--- src/rtl/residual_modulo_map_pkg.sv ---
// ----------------------------------------------------------------------------
// residual_modulo_map_pkg
// Shared constants for the residual modulo-reduction / error-mapping stage:
// default widths, the reduction RANGE and the coding-mode codes carried with
// every residual word.
// ----------------------------------------------------------------------------
package residual_modulo_map_pkg;

  localparam int PIXEL_LENGTH    = 8;
  localparam int RESIDUAL_LENGTH = PIXEL_LENGTH + 1;
  localparam int MODE_LENGTH     = 2;
  localparam int RANGE           = 1 << PIXEL_LENGTH;

  typedef enum logic [MODE_LENGTH-1:0] {
    MODE_REG     = 2'd0,  // regular mode, MErrval
    MODE_RUN     = 2'd1,  // run mode, nothing to map
    MODE_RI      = 2'd2,  // run interruption, EMErrval
    MODE_ILLEGAL = 2'd3
  } mode_e;

endpackage : residual_modulo_map_pkg

--- src/rtl/residual_modulo_map_err_map_comb.sv ---
// ----------------------------------------------------------------------------
// residual_modulo_map_err_map_comb
// Purely combinational second-stage mapping of a reduced Errval to the
// non-negative value consumed by the Golomb coder.
//   e          in   pixel_length     reduced Errval, two's complement
//   mode       in   mode_length      coding mode of the word
//   ri_type    in   1                run-interruption type (mode RI only)
//   ri_map     in   1                run-interruption map bit (mode RI only)
//   k_zero_map in   1                regular-mode special map (mode REG only)
//   merr       out  residual_length  MErrval (REG) / EMErrval (RI)
// ----------------------------------------------------------------------------
module residual_modulo_map_err_map_comb
  import residual_modulo_map_pkg::*;
#(
  parameter int pixel_length    = PIXEL_LENGTH,
  parameter int residual_length = RESIDUAL_LENGTH,
  parameter int mode_length     = MODE_LENGTH
) (
  input  logic [pixel_length-1:0]    e,
  input  logic [mode_length-1:0]     mode,
  input  logic                       ri_type,
  input  logic                       ri_map,
  input  logic                       k_zero_map,
  output logic [residual_length-1:0] merr
);

  // One bit of headroom over the output so 2|e| = 2*128 = 256 is representable
  // before the final subtractions.
  localparam int W = residual_length + 1;
  localparam logic [W-1:0] ONE = W'(1);
  localparam logic [W-1:0] TWO = W'(2);

  logic         neg;
  logic [W-1:0] e2;    // 2e, two's complement
  logic [W-1:0] mag2;  // 2|e|
  logic [W-1:0] acc;
  logic         unused_acc_msb;

  assign neg  = e[pixel_length-1];
  assign e2   = {{(W-pixel_length-1){e[pixel_length-1]}}, e, 1'b0};
  assign mag2 = neg ? -e2 : e2;

  // NOTE: every output of an always_comb is given a value before any branch,
  // so no path can leave it unassigned and infer a latch.
  always_comb begin
    acc = '0;
    if (mode == mode_length'(MODE_REG)) begin
      if (k_zero_map) acc = neg ? (mag2 - TWO) : (e2 + ONE);
      else            acc = neg ? (mag2 - ONE) : e2;
    end else if (mode == mode_length'(MODE_RI)) begin
      acc = mag2 - {{(W-1){1'b0}}, ri_type} - {{(W-1){1'b0}}, ri_map};
    end
  end

  assign merr           = acc[residual_length-1:0];
  // Legal inputs never set the headroom bit.
  assign unused_acc_msb = acc[residual_length];

endmodule : residual_modulo_map_err_map_comb

--- src/rtl/residual_modulo_map.sv ---
// ----------------------------------------------------------------------------
// residual_modulo_map
// Two-stage valid/ready pipeline after prediction-residual computation.
// S1 reduces the signed residual modulo RANGE into [-RANGE/2, RANGE/2-1];
// S2 maps it to MErrval (regular) or EMErrval (run interruption).
// Run-mode and illegal-mode words are accepted but never reach S2.
//   clk          in   1                clock, rising edge
//   reset_n      in   1                asynchronous active-low reset
//   flush        in   1                synchronous pipeline clear
//   in_valid     in   1                upstream residual valid
//   in_ready     out  1                stage can accept this cycle
//   x_residual   in   residual_length  two's-complement residual
//   mode         in   mode_length      coding mode
//   RIType       in   1                run-interruption type
//   ri_map       in   1                run-interruption map bit
//   k_zero_map   in   1                regular-mode special map
//   out_valid    out  1                mapped value valid
//   out_ready    in   1                Golomb coder accepts
//   merr         out  residual_length  MErrval / EMErrval
//   err_mod      out  pixel_length     reduced Errval for context update
//   out_mode     out  mode_length      mode travelling with the data
//   illegal_mode out  1                sticky: a mode-3 word was accepted
// ----------------------------------------------------------------------------
module residual_modulo_map
  import residual_modulo_map_pkg::*;
#(
  parameter int pixel_length    = PIXEL_LENGTH,
  parameter int residual_length = RESIDUAL_LENGTH,
  parameter int mode_length     = MODE_LENGTH
) (
  input  logic                           clk,
  input  logic                           reset_n,
  input  logic                           flush,
  input  logic                           in_valid,
  output logic                           in_ready,
  input  logic [residual_length-1:0]     x_residual,
  input  logic [mode_length-1:0]         mode,
  input  logic                           RIType,
  input  logic                           ri_map,
  input  logic                           k_zero_map,
  output logic                           out_valid,
  input  logic                           out_ready,
  output logic [residual_length-1:0]     merr,
  output logic signed [pixel_length-1:0] err_mod,
  output logic [mode_length-1:0]         out_mode,
  output logic                           illegal_mode
);

  localparam int RANGE_L = 1 << pixel_length;
  localparam logic signed [residual_length-1:0] HALF_POS = residual_length'(RANGE_L / 2);
  localparam logic signed [residual_length-1:0] HALF_NEG = -HALF_POS;
  localparam logic signed [residual_length-1:0] RANGE_W  = residual_length'(RANGE_L);

  // Stage 1 state
  logic                       s1_valid;
  logic [pixel_length-1:0]    s1_err;
  logic [mode_length-1:0]     s1_mode;
  logic                       s1_ri_type;
  logic                       s1_ri_map;
  logic                       s1_k_zero_map;

  // Stage 2 state (drives the outputs directly)
  logic                       s2_valid;
  logic [residual_length-1:0] s2_merr;
  logic [pixel_length-1:0]    s2_err;
  logic [mode_length-1:0]     s2_mode;
  logic                       illegal_q;

  logic                       s1_adv;
  logic                       s1_open;
  logic                       accept;
  logic                       keep_word;
  logic signed [residual_length-1:0] x_s;
  logic signed [residual_length-1:0] reduced;
  logic [residual_length-1:0] merr_d;
  logic                       unused_reduced_msbs;

  // S2 can take a new word when empty or when its word leaves this cycle;
  // S1 can take one when empty or when its word moves on. Both may happen in
  // the same cycle, so a continuous stream flows without bubbles.
  assign s1_adv    = ~s2_valid | out_ready;
  assign s1_open   = ~s1_valid | s1_adv;
  assign in_ready  = ~flush & s1_open;
  assign accept    = in_valid & in_ready;
  assign keep_word = (mode == mode_length'(MODE_REG)) | (mode == mode_length'(MODE_RI));

  // Modulo-RANGE reduction. After the correction the value lies in
  // [-RANGE/2, RANGE/2-1], so its low pixel_length bits carry it exactly.
  assign x_s = $signed(x_residual);
  always_comb begin
    reduced = x_s;
    if (x_s < HALF_NEG)       reduced = x_s + RANGE_W;
    else if (x_s >= HALF_POS) reduced = x_s - RANGE_W;
  end
  assign unused_reduced_msbs = ^reduced[residual_length-1:pixel_length];

  residual_modulo_map_err_map_comb #(
    .pixel_length   (pixel_length),
    .residual_length(residual_length),
    .mode_length    (mode_length)
  ) u_err_map_comb (
    .e         (s1_err),
    .mode      (s1_mode),
    .ri_type   (s1_ri_type),
    .ri_map    (s1_ri_map),
    .k_zero_map(s1_k_zero_map),
    .merr      (merr_d)
  );

  // NOTE: sequential state uses non-blocking assignments so every register
  // samples pre-edge values regardless of statement order.
  // NOTE: datapath registers are reset too, because the outputs they drive
  // must read 0 out of reset, not only be qualified by out_valid.
  always_ff @(posedge clk or negedge reset_n) begin
    if (!reset_n) begin
      s1_valid      <= 1'b0;
      s1_err        <= '0;
      s1_mode       <= '0;
      s1_ri_type    <= 1'b0;
      s1_ri_map     <= 1'b0;
      s1_k_zero_map <= 1'b0;
      s2_valid      <= 1'b0;
      s2_merr       <= '0;
      s2_err        <= '0;
      s2_mode       <= '0;
      illegal_q     <= 1'b0;
    end else begin
      // Stage 1: run / illegal words are consumed here and never marked valid.
      if (flush)        s1_valid <= 1'b0;
      else if (s1_open) s1_valid <= accept & keep_word;

      if (accept) begin
        s1_err        <= reduced[pixel_length-1:0];
        s1_mode       <= mode;
        s1_ri_type    <= RIType;
        s1_ri_map     <= ri_map;
        s1_k_zero_map <= k_zero_map;
        if (mode == mode_length'(MODE_ILLEGAL)) illegal_q <= 1'b1;
      end

      // Stage 2: data only changes when a word moves in, so it holds while
      // the coder stalls.
      if (flush)       s2_valid <= 1'b0;
      else if (s1_adv) s2_valid <= s1_valid;

      if (!flush && s1_valid && s1_adv) begin
        s2_merr <= merr_d;
        s2_err  <= s1_err;
        s2_mode <= s1_mode;
      end
    end
  end

  assign out_valid    = s2_valid;
  assign merr         = s2_merr;
  assign err_mod      = $signed(s2_err);
  assign out_mode     = s2_mode;
  assign illegal_mode = illegal_q;

endmodule : residual_modulo_map

--- config.mk ---
export PLATFORM = sky130hd
export DESIGN_NAME = residual_modulo_map
export DESIGN_NICKNAME = d
export VERILOG_FILES = /design/src/rtl/residual_modulo_map_pkg.sv /design/src/rtl/residual_modulo_map_err_map_comb.sv /design/src/rtl/residual_modulo_map.sv
export SDC_FILE = /design/constraint.sdc
export NUM_CORES = 1
export LEC_CHECK = 0
export BUFFER_PORTS_ARGS = -buffer_cell sky130_fd_sc_hd__buf_4
export CORE_MARGIN = 3
export CORE_UTILIZATION = 50
export CTS_CLUSTER_SIZE = 24
export DETAILED_ROUTE_END_ITERATION = 8
export PLACE_DENSITY = 0.83
export SYNTH_ARGS = -nofsm -noshare
export SYNTH_HDL_FRONTEND = slang
export SYNTH_SLANG_ARGS = --single-unit
--- constraint.sdc ---
create_clock -name clk -period 2.5 [get_ports clk]
set_input_delay 0.5 -clock clk [delete_from_list [all_inputs] [get_ports clk]]
set_output_delay 0.5 -clock clk [all_outputs]
set_load 0.02 [all_outputs]
; ---- After elaboration in Yosys (flattened, before gate mapping)
; Index checks and enable logic that the tools add are counted.
; Widths: inputs -> output; s select.
[op_classes]
magnitude_cmp = 2
add_sub_neg = 8
bitwise_logic = 9
muxes = 12
n_eq_ne = 3
n_reduce_logical = 8
[ops]
columns = cell, n
row1 = $mux 9, 6
row2 = $sub 9x1->9, 2
row3 = $mux 8, 2
row4 = $add 9x2->9 const B, 1
row5 = $ge 9x9->1 const B, 1
row6 = $lt 9x8->1 const B, 1
row7 = $neg 9->9, 1
row8 = $sub 9x1->9 const B, 1
row9 = $sub 9x2->9 const B, 1
row10 = $add 8x1->8 const B, 1
row11 = $sub 8x1->8 const B, 1
row12 = $eq 2x2->1 const B, 3
row13 = $logic_not 2->1, 2
row14 = $mux 1, 4
row15 = $reduce_bool 2->1, 2
row16 = $and 1x1->1, 3
row17 = $not 1->1, 3
row18 = $or 1x1->1, 3
row19 = $logic_and 1x1->1, 2
row20 = $reduce_and 2->1, 1
row21 = $logic_not 1->1, 1
[totals]
reg_bits = 35
wordCells = 53
input_bits = 19
out_inout_bits = 22

; ---- Logic depth before layout (Yosys ltp)
[logic_depth]
depth_word = 8
depth_mapped = 10
depth_no_buf = 10

; ---- Hierarchy
; Synthesis repeated with hierarchy kept, for this count alone.
[unflattened]
hier_cells = 199
area_unflattened_um2 = 2307.2
[modules_own_cells]
columns = mod, cells_per_inst, area_each_um2, seq_area_each_um2, instances
row1 = residual_modulo_map, 81, 1433.9, 875.8, 1
row2 = residual_modulo_map_err_map_comb, 118, 873.3, 0.0, 1

; ---- Worst setup path after synthesis
; Ideal clock, no wire load.
[synth_timing]
path_type = register -> register
start = register s1_err[0]
end = register s2_merr[5], in the netlist merr[5]
setup_slack_ns = 0.206
path_stages_with_launch = 11
setup_time_ns = 0.121
required_time_ns = 2.379
synth_period_minus_slack_ns = 2.294
path_buffers = 1
t_arrival_ns = 2.173
cell_sequence = dfrtp_1 -> buf_2 -> inv_1 -> ha_1 -> mux2i_1 -> ha_1 -> a311oi_1 -> a311oi_1 -> o211ai_1 -> xnor2_1 -> a22o_1
[synth_between]
elab_chain_len = 6
elab_cells_between_ends = 12
classes_between = add/sub: 6 / mux: 6
[synth_rtl]
columns = item, line
row1 = "start, declared", residual_modulo_map.sv:56  ; logic [pixel_length-1:0] s1_err;
row2 = "start signal, assigned", residual_modulo_map.sv:133  ; s1_err <= reduced[pixel_length-1:0];
row3 = $neg 9->9, residual_modulo_map_err_map_comb.sv:41  ; assign mag2 = neg ? -e2 : e2;
row4 = $mux 9, residual_modulo_map_err_map_comb.sv:41
row5 = "$sub 9x1->9, or another cell as far along (2 in a row)", residual_modulo_map_err_map_comb.sv:51  ; acc = mag2 - {{(W-1){1'b0}}, ri_type} - {{(W-1){1'b0}}, ri_map};
row6 = $mux 9 (on tied branches), "residual_modulo_map_err_map_comb.sv:50, residual_modulo_map_err_map_comb.sv:48"
row7 = $mux 9 *, residual_modulo_map_err_map_comb.sv:47  ; if (mode == mode_length'(MODE_REG)) begin
row8 = "end signal, assigned", residual_modulo_map.sv:147  ; s2_merr <= merr_d;
row9 = "end, declared", residual_modulo_map.sv:64  ; logic [residual_length-1:0] s2_merr;
; Every way passes the cells marked *; elsewhere a longest branch is shown, timed or not.
; A chain may end at the register's enable or synchronous reset.

; ---- Worst setup path in the final report
[layout_timing]
start = register s1_err[1]
end = register s2_merr[5], in the netlist merr[5]
; Same word-level chain as after synthesis.

==> results.yml <==
global_route:
  grt.total_usage_pct: 20.5
  use_met3_pct: 5.12
  use_met1_pct: 28.4
  grt-ovfl-total: 0
  grt-busiest-layer: "met2"
  grt_pass1_vias: 1733
  antenna_found_initial: 0
  grt_pass1_wl_mm: 8.26
  grt_use_met2_pct: 31.3
  grt_max_degree: 36
timing:
  hold_viol: 0
  worstMarginPinSlew_ps: 796
  relSlewSlack_pct: 46.8
  max_freq_ghz: 0.424
  finalCritPeriodShare_pct: 94.3
  fin_crit_ps: 2360
  setup_violations: 0
  slew_viol_final: 0
  rsz0062_at_grt: "false"
  holdWs_ps: 144
  finClkSkew_ps: 10.5
  tns_ps: 0
clock_tree:
  htree_levels: 2
  cts_setup_buffers: 0
  cts_num_sinks: 35
  cts-root-buf: "clkbuf_8"
  clock_path_buffers: 2
  path_clk_slew_ps: 70
  cts_tree: "done"
  hold_buffers: 0
  clock_latency_ps: 290
  cts.repair.resized: 0
  numCtsBuffers: 5
placement:
  io_buffer_count: 39
  dp_hpwl_mm: 3.55
  place.gp.congestion: 0.911
  place_inst: 319
  place_area_um2: 2500
floorplan:
  die_w_um: 71.9
  core_um2: 4090
  die_area_um2: 5170
  start_util_pct: 53.1
  ios: 41
  rows: 23
  die_height_um: 71.9
min_path:
  min_path_type: "input port to asynchronous set/reset pin"
worst_setup_path:
  worstPathRequired_ps: 2690
  cp_slowest_stage_delay_ps: 370
  crit_chain: "inv_1, ha_1, mux2i_1, ha_1, a311oi_1, a311oi_1, o211ai_1, xnor2_1, a22o_1"
  end_kind: "flip-flop"
  worstPathArrival_ps: 2540
  startpoint_type: "flip-flop"
  worstSetupPathType: "flip-flop to flip-flop"
  cpMaxStageDelayCell: "dfrtp_1"
  crit_path_max_fanout: 4
power_and_ir_drop:
  p_leak_nw: 1.20
  power.density_nw_per_um2: 797
  ir_drop_mv: 0.414
synthesis:
  ys_ff_latch: 35
  synth_edf_count: 0
  synth.avg_cell_area_um2: 9.20
  syn_inst: 236
  syn-num-nets: 262
  yosysUniqueCellTypes: 50
  synth_area_um2: 2170
  async_flop_share_pct: 100
  seq_area_frac_synth_pct: 40.3
  synth_flop_cell: "dfrtp_1"
  yosys_warnings: 0
final_layout:
  filler_cell_count: 365
  antennaDiodeCount: 0
  fin_nets: 302
  drive_gt1_share_pct: 25.7
  syn_to_final_growth_pct: 20.1
  fin_area_um2: 2610
  fin_cells: 326
detailed_routing:
  drt_first_pass_iters: 5
  drc_errors: 0
  ant_nets: 0
  routed_via_density: 5.71
  vias: 1860
  routedWlPerCell_um: 14.7
  drt_iter0_drc: 132
  totalWireLength_mm: 4.79
flow_run:
  maxCapViolations: 0
outcome:
  status: "finished clean"
[cells by family after synthesis]
logic type / count (synthesis) / share of synthesized area [%]
xor+xnor: 15 / 6.05
simple gates: 86 / 19.3
mux: 15 / 7.67
fa+ha+maj: 7 / 4.03
buf+inv: 22 / 4.78
compound gates: 56 / 17.9
flops: 35 / 40.3
[final cells by class]
type | count | area [um2] | share of cell area [%]
clock buffers | 6 | 72.6 | 2.78
inverters | 10 | 37.5 | 1.44
flip-flops and latches | 35 | 876 | 33.6
repair buffers | 45 | 338 | 13.0
clock inverters | 1 | 30.0 | 1.15
well taps | 50 | 62.6 | 2.40
multi-input cells | 179 | 1190 | 45.7
[worst max-delay path: cells and delay by family, from the launching register on]
family          cells  cell delay [ps]
compound gates      4              780
xor+xnor            1              140
fa+ha+maj           2              600
buf+inv             1              150
flops               1              370
mux                 1              210
[through the flow]
stage	setup WS, ps	util, %	power, mW
after global routing	12.3	63.8	2.21
after global placement	218	61.3	1.57
after detailed placement	156	61.3	1.59
after floorplan	206	-	1.32
after CTS	159	63.8	2.08
final	144	63.8	2.08
[cells in the final DEF, fill, tap and decap left out, types with 4 or more instances in the layout]
master and instances:
nand2_1 39, nand3_1 5, o21ai_0 16, xor2_1 7, a21oi_1 10, a21o_1 6
dfrtp_1 35, nand2b_1 4, nor3_1 7, ha_1 7, clkbuf_8 5, mux2_2 13
xnor2_1 8, buf_4 45, inv_1 10, nor2_1 14
[path summary, 6_finish.rpt]
path                                    from           end  slack (ps)  depth (start not counted)
worst max-delay path               s1_err[1]       merr[5]         140                          9
worst min-delay path                 reset_n   out_mode[1]         140                          1
worst max register to register     s1_err[1]       merr[5]         140                          9
worst min register to register  illegal_mode  illegal_mode         470                          1
max in group asynchronous            reset_n     s1_err[7]        2030                          1
min in group clk                       flush     out_valid         390                          2
[layer usage]
layer | vias up | wire, um
met2 | 75 | 2170
met3 | 7 | 375
met1 | 866 | 2160
met5 | - | 0
met4 | 0 | 80
li1 | 912 | -
[report_power, final]
group          internal, mW  switching [mW]
Sequential            0.677           0.101
Combinational         0.356           0.454
Clock                 0.292           0.199
Total                  1.33           0.753
[Yosys cell counts, drive strengths merged, types with 2 or more instances]
cell type | number | share of area (%)
nor3b | 2 | 0.69
nand3 | 5 | 1.2
o21ai | 16 | 3.7
a41o | 2 | 0.92
nand2b | 4 | 1.2
nor2b | 3 | 0.86
xor2 | 7 | 2.8
nor3 | 8 | 2.1
a21o | 6 | 2.1
ha | 7 | 4.0
a21oi | 10 | 2.3
xnor2 | 8 | 3.2
dfrtp | 35 | 40
inv | 10 | 1.7
nand2 | 39 | 6.7
clkbuf | 4 | 0.69
mux2i | 2 | 0.92
o211ai | 3 | 1.0
a311oi | 2 | 0.81
mux2 | 13 | 6.7
nor2 | 14 | 2.4
and3 | 3 | 0.86
buf | 8 | 2.4
a31oi | 2 | 0.58
o31ai | 3 | 1.7
[sequential cells by signal, summed over array words and instances (netlist names)]
name	cells
s1_ri_type	1
s1_err	8
out_mode	2
illegal_mode	1
out_valid	1
s1_mode	2
merr	9
s1_valid	1
err_mod	8
s1_ri_map	1
s1_k_zero_map	1
No activity file was read; power rests on OpenSTA's default activity.
